File: src/rtl/pipe_tree_pkg.sv
// -----------------------------------------------------------------------------
// pipe_tree_pkg
//   Shared sizing helpers for the radix-6 pipelined trees (pipe_decode and
//   pipe_or). One tree level fits a single 6-input LUT. Because both pipelines
//   use the same latency function, they stay cycle-aligned for any WIDTH.
//
//   TREE_RADIX              fan-out of one tree level
//   pow6(n)                 6**n
//   pipe_latency(width)     number of registered levels for a given width
//   ceil_div(a, b)          integer ceiling division
//   level_groups(w, l, k)   enable bits held at level k of an l-level tree
//   level_offset(w, l, k)   bit offset of level k in a flattened level vector
// -----------------------------------------------------------------------------
package pipe_tree_pkg;

   localparam int TREE_RADIX = 6;

   function automatic int pow6(input int n);
      int r;
      r = 1;
      for (int i = 0; i < n; i++) begin
         r = r * TREE_RADIX;
      end
      return r;
   endfunction

   function automatic int pipe_latency(input int width);
      if (width <= 6) begin
         return 1;
      end else if (width <= 36) begin
         return 2;
      end else if (width <= 216) begin
         return 3;
      end
      return 4;
   endfunction

   function automatic int ceil_div(input int a, input int b);
      return (a + b - 1) / b;
   endfunction

   // Level 0 is the single incoming valid bit: ceil(width / 6**lat) is 1 for
   // every width the latency function admits.
   function automatic int level_groups(input int width, input int lat, input int k);
      return ceil_div(width, pow6(lat - k));
   endfunction

   // Levels are packed back to back, level 0 at bit 0.
   function automatic int level_offset(input int width, input int lat, input int k);
      int off;
      off = 0;
      for (int i = 0; i < k; i++) begin
         off = off + level_groups(width, lat, i);
      end
      return off;
   endfunction

endpackage

File: src/rtl/pipe_decode_if.sv
// -----------------------------------------------------------------------------
// pipe_decode_if
//   Index-in / one-hot-out bundle of pipe_decode.
//
//   din_valid   index valid this cycle
//   din         index to decode (SELW bits)
//   dout_valid  din_valid delayed by the decoder latency
//   dout        one-hot of din (WIDTH bits), zero when not valid
//   dout_err    with dout_valid: index was out of range, dout is zero
//
//   master: the index producer.  slave: the decoder.
// -----------------------------------------------------------------------------
interface pipe_decode_if #(
   parameter int WIDTH = 100
);

   localparam int SELW = $clog2(WIDTH);

   logic             din_valid;
   logic [SELW-1:0]  din;
   logic             dout_valid;
   logic [WIDTH-1:0] dout;
   logic             dout_err;

   modport master (
      output din_valid,
      output din,
      input  dout_valid,
      input  dout,
      input  dout_err
   );

   modport slave (
      input  din_valid,
      input  din,
      output dout_valid,
      output dout,
      output dout_err
   );

endinterface

File: src/rtl/pipe_decode_stage.sv
// -----------------------------------------------------------------------------
// pipe_decode_stage
//   One registered level of the radix-6 decode tree. Output group j covers
//   index range [j*GSIZE, (j+1)*GSIZE) and is enabled when its parent group
//   (j/6 of the previous level) is enabled and the index falls in its range.
//   The index rides along so the next level sees it in the same cycle.
//
//   clk       clock, posedge
//   sclr_n    synchronous clear, active-low
//   en_i      enables of the previous level (IN_GROUPS bits)
//   idx_i     index as seen by the previous level
//   en_o      registered enables of this level (OUT_GROUPS bits)
//   idx_o     registered index, aligned with en_o
// -----------------------------------------------------------------------------
module pipe_decode_stage
   import pipe_tree_pkg::*;
#(
   parameter int IN_GROUPS  = 1,
   parameter int OUT_GROUPS = 6,
   parameter int GSIZE      = 1,
   parameter int SELW       = 3
) (
   input  logic                  clk,
   input  logic                  sclr_n,
   input  logic [IN_GROUPS-1:0]  en_i,
   input  logic [SELW-1:0]       idx_i,
   output logic [OUT_GROUPS-1:0] en_o,
   output logic [SELW-1:0]       idx_o
);

   logic [31:0]           idx_ext;
   logic [OUT_GROUPS-1:0] hit;
   logic [OUT_GROUPS-1:0] en_d;
   logic [OUT_GROUPS-1:0] en_q;
   logic [SELW-1:0]       idx_d;
   logic [SELW-1:0]       idx_q;

   // Compare at 32 bits so group bounds past the index range stay well-formed.
   assign idx_ext = 32'(idx_i);

   for (genvar j = 0; j < OUT_GROUPS; j++) begin : g_grp
      localparam logic [31:0] Hi = 32'((j + 1) * GSIZE);
      if (j == 0) begin : g_first
         assign hit[j] = (idx_ext < Hi);
      end else begin : g_rest
         localparam logic [31:0] Lo = 32'(j * GSIZE);
         assign hit[j] = (idx_ext >= Lo) && (idx_ext < Hi);
      end
   end

   always_comb begin
      en_d  = '0;
      idx_d = idx_i;
      for (int j = 0; j < OUT_GROUPS; j++) begin
         en_d[j] = en_i[j / TREE_RADIX] & hit[j];
      end
   end

   always_ff @(posedge clk) begin
      if (!sclr_n) begin
         en_q  <= '0;
         idx_q <= '0;
      end else begin
         en_q  <= en_d;
         idx_q <= idx_d;
      end
   end

   assign en_o  = en_q;
   assign idx_o = idx_q;

endmodule

File: src/rtl/pipe_decode.sv
// -----------------------------------------------------------------------------
// pipe_decode
//   Pipelined binary-to-one-hot decoder built as a registered radix-6 tree.
//   LATENCY levels (1/2/3/4 for WIDTH <= 6/36/216/1296) so it lines up with
//   pipe_or of the same width. One index accepted per clock, no backpressure,
//   results in order. An out-of-range index yields dout=0 with dout_err set.
//
//   clk       clock, posedge
//   sclr_n    synchronous reset, active-low; clears every pipeline register
//   bus       pipe_decode_if.slave: din_valid/din in, dout_valid/dout/dout_err out
// -----------------------------------------------------------------------------
module pipe_decode
   import pipe_tree_pkg::*;
#(
   parameter int WIDTH = 100
) (
   input logic          clk,
   input logic          sclr_n,
   pipe_decode_if.slave bus
);

   localparam int SELW    = $clog2(WIDTH);
   localparam int LATENCY = pipe_latency(WIDTH);
   localparam int OUT_OFF = level_offset(WIDTH, LATENCY, LATENCY);
   localparam int EN_BITS = level_offset(WIDTH, LATENCY, LATENCY + 1);

   if (WIDTH < 2 || WIDTH > 1296) begin : g_bad_width
      $error("pipe_decode: WIDTH must be within 2..1296");
   end

   // All tree levels packed into one vector; level 0 is din_valid itself.
   logic [EN_BITS-1:0] en_all;
   logic [SELW-1:0]    idx_lvl [LATENCY+1];
   logic [LATENCY-1:0] vld_d;
   logic [LATENCY-1:0] vld_q;
   logic [31:0]        idx_out_ext;

   assign en_all[0]  = bus.din_valid;
   assign idx_lvl[0] = bus.din;

   for (genvar k = 1; k <= LATENCY; k++) begin : g_level
      localparam int InGroups  = level_groups(WIDTH, LATENCY, k - 1);
      localparam int OutGroups = level_groups(WIDTH, LATENCY, k);
      localparam int InOff     = level_offset(WIDTH, LATENCY, k - 1);
      localparam int OutOff    = level_offset(WIDTH, LATENCY, k);

      pipe_decode_stage #(
         .IN_GROUPS  (InGroups),
         .OUT_GROUPS (OutGroups),
         .GSIZE      (pow6(LATENCY - k)),
         .SELW       (SELW)
      ) u_stage (
         .clk    (clk),
         .sclr_n (sclr_n),
         .en_i   (en_all[InOff +: InGroups]),
         .idx_i  (idx_lvl[k-1]),
         .en_o   (en_all[OutOff +: OutGroups]),
         .idx_o  (idx_lvl[k])
      );
   end

   // Valid travels on its own chain so out-of-range slots still report valid.
   always_comb begin
      vld_d    = vld_q << 1;
      vld_d[0] = bus.din_valid;
   end

   always_ff @(posedge clk) begin
      if (!sclr_n) begin
         vld_q <= '0;
      end else begin
         vld_q <= vld_d;
      end
   end

   assign idx_out_ext = 32'(idx_lvl[LATENCY]);

   // Last level has group size 1, so its enables are the one-hot itself.
   // Outputs depend only on flops; no input reaches them combinationally.
   assign bus.dout       = en_all[OUT_OFF +: WIDTH];
   assign bus.dout_valid = vld_q[LATENCY-1];
   assign bus.dout_err   = vld_q[LATENCY-1] & (idx_out_ext >= 32'(WIDTH));

endmodule
File: src/flat_wrapper.sv
// flat-port wrapper written by rule: the top's interface ports become plain ports
module pipe_decode_flat import pipe_tree_pkg::*;
#(
   parameter int WIDTH = 100
)
  (clk, sclr_n, bus_din_valid, bus_din, bus_dout_valid, bus_dout, bus_dout_err);
  pipe_decode_if #(.WIDTH(WIDTH)) bus_i ();
  input logic clk;
  input logic sclr_n;
  input wire logic [$bits(bus_i.din_valid)-1:0] bus_din_valid;
  input wire logic [$bits(bus_i.din)-1:0] bus_din;
  output wire logic [$bits(bus_i.dout_valid)-1:0] bus_dout_valid;
  output wire logic [$bits(bus_i.dout)-1:0] bus_dout;
  output wire logic [$bits(bus_i.dout_err)-1:0] bus_dout_err;
  assign bus_i.din_valid = bus_din_valid;
  assign bus_i.din = bus_din;
  assign bus_dout_valid = bus_i.dout_valid;
  assign bus_dout = bus_i.dout;
  assign bus_dout_err = bus_i.dout_err;
  pipe_decode #(.WIDTH(WIDTH)) u_core (.clk(clk), .sclr_n(sclr_n), .bus(bus_i));
endmodule
File: config.mk
export PLATFORM = sky130hd
export DESIGN_NAME = pipe_decode_flat
export DESIGN_NICKNAME = d
export VERILOG_FILES = /design/src/rtl/pipe_tree_pkg.sv /design/src/rtl/pipe_decode_if.sv /design/src/rtl/pipe_decode_stage.sv /design/src/rtl/pipe_decode.sv /design/src/flat_wrapper.sv
export SDC_FILE = /design/constraint.sdc
export NUM_CORES = 1
export LEC_CHECK = 0
export ABC_AREA = 1
export CAP_MARGIN = 20
export CORE_MARGIN = 2
export CORE_UTILIZATION = 55
export CTS_CLUSTER_DIAMETER = 150
export DETAILED_ROUTE_END_ITERATION = 8
export GPL_TIMING_DRIVEN = 1
export PLACE_DENSITY_LB_ADDON = 0.08
export SLEW_MARGIN = 20
export SYNTH_ARGS = -nofsm -noshare
export SYNTH_HDL_FRONTEND = slang
export SYNTH_SLANG_ARGS = --single-unit
File: constraint.sdc
create_clock -name clk -period 2.95 [get_ports clk]
set_input_delay 0.59 -clock clk [delete_from_list [all_inputs] [get_ports clk]]
set_output_delay 0.59 -clock clk [all_outputs]
set_load 0.005 [all_outputs]
---- After elaboration in Yosys (flattened, before gate mapping) ----
Index checks and enable logic that the tools add are counted.
cells by class
  $lt $le $gt $ge ......................... 238
  reduce and logical (&&, ||, !) cells .... 117
  bitwise operators ....................... 121
operators by type and width
  cell                                                                                 count
  7-bit < comparator, second input constant                                            46
  7-bit greater-or-equal comparator, second input constant                             44
  7-bit by 6-bit greater-or-equal comparator with 1-bit output, second input constant  38
  7-bit by 6-bit < comparator with 1-bit output, second input constant                 38
  7-bit by 5-bit greater-or-equal comparator with 1-bit output, second input constant  19
  7-bit by 5-bit < comparator with 1-bit output, second input constant                 19
  1-bit AND                                                                            121
  1-bit logical AND                                                                    117
  7-bit by 4-bit greater-or-equal comparator with 1-bit output, second input constant  9
  7-bit by 4-bit < comparator with 1-bit output, second input constant                 9
  7-bit by 3-bit greater-or-equal comparator with 1-bit output, second input constant  5
  7-bit by 3-bit < comparator with 1-bit output, second input constant                 5
  7-bit by 2-bit greater-or-equal comparator with 1-bit output, second input constant  2
  7-bit by 2-bit < comparator with 1-bit output, second input constant                 2
  7-bit by 1-bit greater-or-equal comparator with 1-bit output, second input constant  1
  7-bit by 1-bit < comparator with 1-bit output, second input constant                 1
storage, ports and cells
  register bits after elaboration ......... 144
  output and inout bits ................... 102
  input port bits ......................... 10

---- Logic depth before layout (Yosys ltp) ----
  word-level depth ........................ 3
  gate-level depth with buffers ........... 8
  gate-level depth less buffers ........... 7

---- Hierarchy ----
From an unflattened synthesis, not the netlist that was laid out.
second synthesis, totals
  cell total of the unflattened synthesis .. 714
  area, all modules ....................... 5385.2 sq um
by module, submodules not included
  module                                          cells an instance  times used  sequential area each (sq um)  area each (sq um)
  pipe_decode_stage at u_core.g_level[3].u_stage  527                1           2142.1                        3996.3
  pipe_decode_stage at u_core.g_level[2].u_stage  133                1           480.5                         939.7
  pipe_decode_stage at u_core.g_level[1].u_stage  41                 1           200.2                         349.1
  pipe_decode                                     13                 1           60.1                          100.1

---- Least setup slack after synthesis ----
OpenSTA, ideal clock, no wires.
  path kind ............................... input to register
  start point ............................. in sclr_n
  end point ............................... reg u_core.g_level[3].u_stage.en_q[34]
  library setup time ...................... 0.092 ns
  required time ........................... 2.858 ns
  arrival ................................. 1.277 ns
  path slack .............................. 1.581 ns
  cell stages on the path ................. 4
  buffers on the path ..................... 2
  cell sequence ........................... buf_2 > buf_2 > nand2_1 > nor4_1
RTL lines
  item                  line                     text
  from (decl)           flat_wrapper.sv:9        input logic sclr_n;
  to (signal assigned)  pipe_decode_stage.sv:64  en_q <= en_d;
  to (decl)             pipe_decode_stage.sv:34  logic [OUT_GROUPS-1:0] en_q;

---- Final worst setup path ----
  start point ............................. reg u_core.g_level[2].u_stage.idx_q[0]
  end point ............................... reg u_core.g_level[3].u_stage.en_q[16]
between the ends
  word-level cells in the longest chain between the ends .. 3
  elaborated cells between the ends (all ways) .. 4
  classes of those cells .................. order compare: 2; bitwise: 1; reduce/logical: 1
RTL lines
  item                                                                                                                           line                     text
  from (decl)                                                                                                                    pipe_decode_stage.sv:36  logic [SELW-1:0] idx_q;
  from (signal assigned)                                                                                                         pipe_decode_stage.sv:65  idx_q <= idx_d;
  7-bit by 5-bit greater-or-equal comparator with 1-bit output or 7-bit by 5-bit < comparator with 1-bit output (tied branches)  pipe_decode_stage.sv:47  assign hit[j] = (idx_ext >= Lo) && (idx_ext < Hi);
  1-bit logical AND (*)                                                                                                          pipe_decode_stage.sv:47
  1-bit AND (*)                                                                                                                  pipe_decode_stage.sv:55  en_d[j] = en_i[j / TREE_RADIX] & hit[j];
Mark *: on every way between the ends. The rest lies on a longest branch, timed or not.
A chain may end at the register's enable or synchronous reset.

==> metrics.yaml <==
path_class: "reg2reg"
cp_max_fo: 18
netlist_top_cells_count: "nand2_1 (163), dfxtp_1 (142), nor2_1 (133)"
ios: 112
clock_skew_ps: 9.36
routedWlPerCell_um: 17.0
p_sw_frac: 0.241
rsz0062_at_grt: "no"
rr_startpoint: "u_core.g_level[2].u_stage.idx_o[0]$_SDFF_PN0_"
r2r-end: "u_core.g_level[3].u_stage.en_o[16]$_SDFF_PN0_"
hold_viol_final: 0
dieHeight_um: 108
cp_slowest_cell: "dfxtp_1"
synth_top_cell_area_share: 0.478
syn_area_um2: 5950
maxCapViolCount: 0
grt_pass1_vias: 4854
r2r_cells: 5
grt_first_pass_wirelength_mm: 25.2
die_x_um: 108
drc: 0
cts_tree: "yes"
area_growth_pct: 16.7
die_area_um2: 11700
synth_cell_type_count: 28
p_int_mw: 3.12
yosysMostFrequentCell: "nand2_1"
drt_iter0_markers: 528
p_total_mw: 4.12
avgSynthCellArea_um2: 7.53
cts_buffers: 17
yosys_warnings: 0
crit_chain: "inv_1, nand2_2, inv_1, o21ai_0, nor2_1"
path_common_cell: "inv_1"
rows: 37
p_leak_nw: 2.88
num_vias: 5126
antenna_found_initial: 0
fin_crit_ps: 2160
seq_area_frac_synth: 0.478
hold_depth: 2
grt_max_degree: 46
setup_viol: 0
detail_route.vias_per_cell: 5.37
worst-path-buf-inv: 2
clk_pin_slew_ps: 60
fin_util: 0.667
drive_gt1_frac: 0.0648
grt_usage: 0.291
power.density_nw_per_um2: 592
diodes: 0
outcome: "complete, no violations"
tns_ps: 0
max_stage_delay_ps: 660
slew_violations: 0
place.gp.congestion: 0.937
p_comb_frac: 0.045
coreArea_um2: 10400
hp-start: "u_core.vld_q[0]$_SDFF_PN0_"
crit_required_ps: 3370
worstPathArrival_ps: 2580
clkPwrFrac: 0.479
power_frac_seq: 0.476
async_reset_ff_frac: 0
postCtsHoldBufs: 0
synth_edf_count: 0
hold_path.class: "reg2reg"
fin_crit_sh: 0.732
cts_buffer_depth: 2
wl_mm: 16.2
maxClockFrequency_ghz: 0.463
insertion_delay_ps: 530
crit_path_start_kind: "flip-flop"
hpwlAfterDp_mm: 12.1
n_fill_cell: 894
cts-root-buf: "clkbuf_8"
r2r_slack_ps: 790
min_to: "u_core.vld_q[1]$_SDFF_PN0_"
worst_pin_slew_ps: 658
syn-num-nets: 801
ctsResizeCount: 0
grt_overflow: 0
start_util: 0.572
ys.flop_type: "dfxtp_1"
cts_setup_buffers: 0
syn_inst: 791
final_cells: 954
ir_drop_uv: 292
slew_headroom: 0.560
yosys.area.top_type: "dfxtp_1"
htreeDepth: 4
portBuffers: 111
p_switching_mw: 0.991
ys_ff_latch: 142
endpoint_kind: "flip-flop"
ant_nets: 0
synthTopCellsByArea: "dfxtp_1 (48%), buf_4 (13%), nand2_1 (10%)"
fin_nets: 815
numClockSinks: 142
firstDrtPassIters: 5
critPathTopFamily: "flip-flops"
dp_cells: 922
[cell families after synthesis]
family,synth area share
DFF,0.478
buffers and inverters,0.195
and+or+nand+nor,0.289
AOI/OAI and AO/OA,0.0387
[worst register-to-register path, delay by kind of cell (launching register included)]
family | cells | cell delay, ps
buf+inv | 2 | 640
simple gates | 2 | 540
flops | 1 | 660
compound gates | 1 | 210
[layer usage]
metal | wire length (um) | GRT usage
met1 | 6230 | 0.358
met2 | 7710 | 0.475
met3 | 1680 | 0.0772
met4 | 581 | 0.142
met5 | 0 | 0
[area by class of cell]
cell class	count	area, um^2	share of cell area
clock buffers	20	435	0.0627
clock inverters	12	114	0.0164
inverters	80	303	0.0436
multi-input cells	450	1950	0.281
flip-flops and latches	142	2840	0.409
well taps	136	170	0.0245
repair buffers	114	1130	0.163
[metrics by stage]
step | setup WS, ps | instance area [um^2] | hold WS [ps]
2_1_floorplan | 1580 | 5950 | 386
3_3_place_gp | 745 | 6400 | 399
3_5_place_dp | 713 | 6400 | 407
4_1_cts | 801 | 6950 | 422
5_1_grt | 762 | 6950 | 429
6_report | 790 | 6950 | 416
[sequential cells by signal, indices dropped and copies added (netlist names)]
signal / flops
u_core.g_level.u_stage.en_o: 120
u_core.g_level.u_stage.idx_o: 19
u_core.vld_q: 3
[worst max-delay path by stage]
stage	from	depth (start not counted)	endpoint
after floorplan	sclr_n	4	u_core.g_level[3].u_stage.en_o[34]$_SDFF_PN0_
after global placement	sclr_n	6	u_core.g_level[3].u_stage.en_o[8]$_SDFF_PN0_
after detailed placement	sclr_n	4	u_core.g_level[3].u_stage.en_o[70]$_SDFF_PN0_
after CTS	u_core.vld_q[2]$_SDFF_PN0_	3	bus_dout_err
after global routing	u_core.vld_q[2]$_SDFF_PN0_	3	bus_dout_err
final	u_core.g_level[2].u_stage.idx_o[0]$_SDFF_PN0_	5	u_core.g_level[3].u_stage.en_o[16]$_SDFF_PN0_
[cells in the final DEF (no fill, tap or decap), types with 3 or more instances in the layout]
cell type,count
nand2_1,163
inv_1,74
clkinvlp_4,4
clkinv_4,3
clkbuf_16,16
dfxtp_1,142
nor2_2,6
a21oi_1,19
o21ai_0,17
nor4_1,9
nand2_2,5
nand3_1,48
buf_4,3
nor3_1,30
nor2_1,133
nand4_1,6
inv_2,4
clkdlybuf4s50_1,111
[power by group through the flow]
stage               registers (mW)  clock network [mW]  logic [mW]
floorplan                     1.98                   0       0.135
global placement              2.00                   0       0.180
detailed placement            2.00                   0       0.180
CTS                           1.96                1.98       0.182
global route                  1.96                2.07       0.205
finish                        1.96                1.97       0.186
Power figures use the tool's default switching activity.
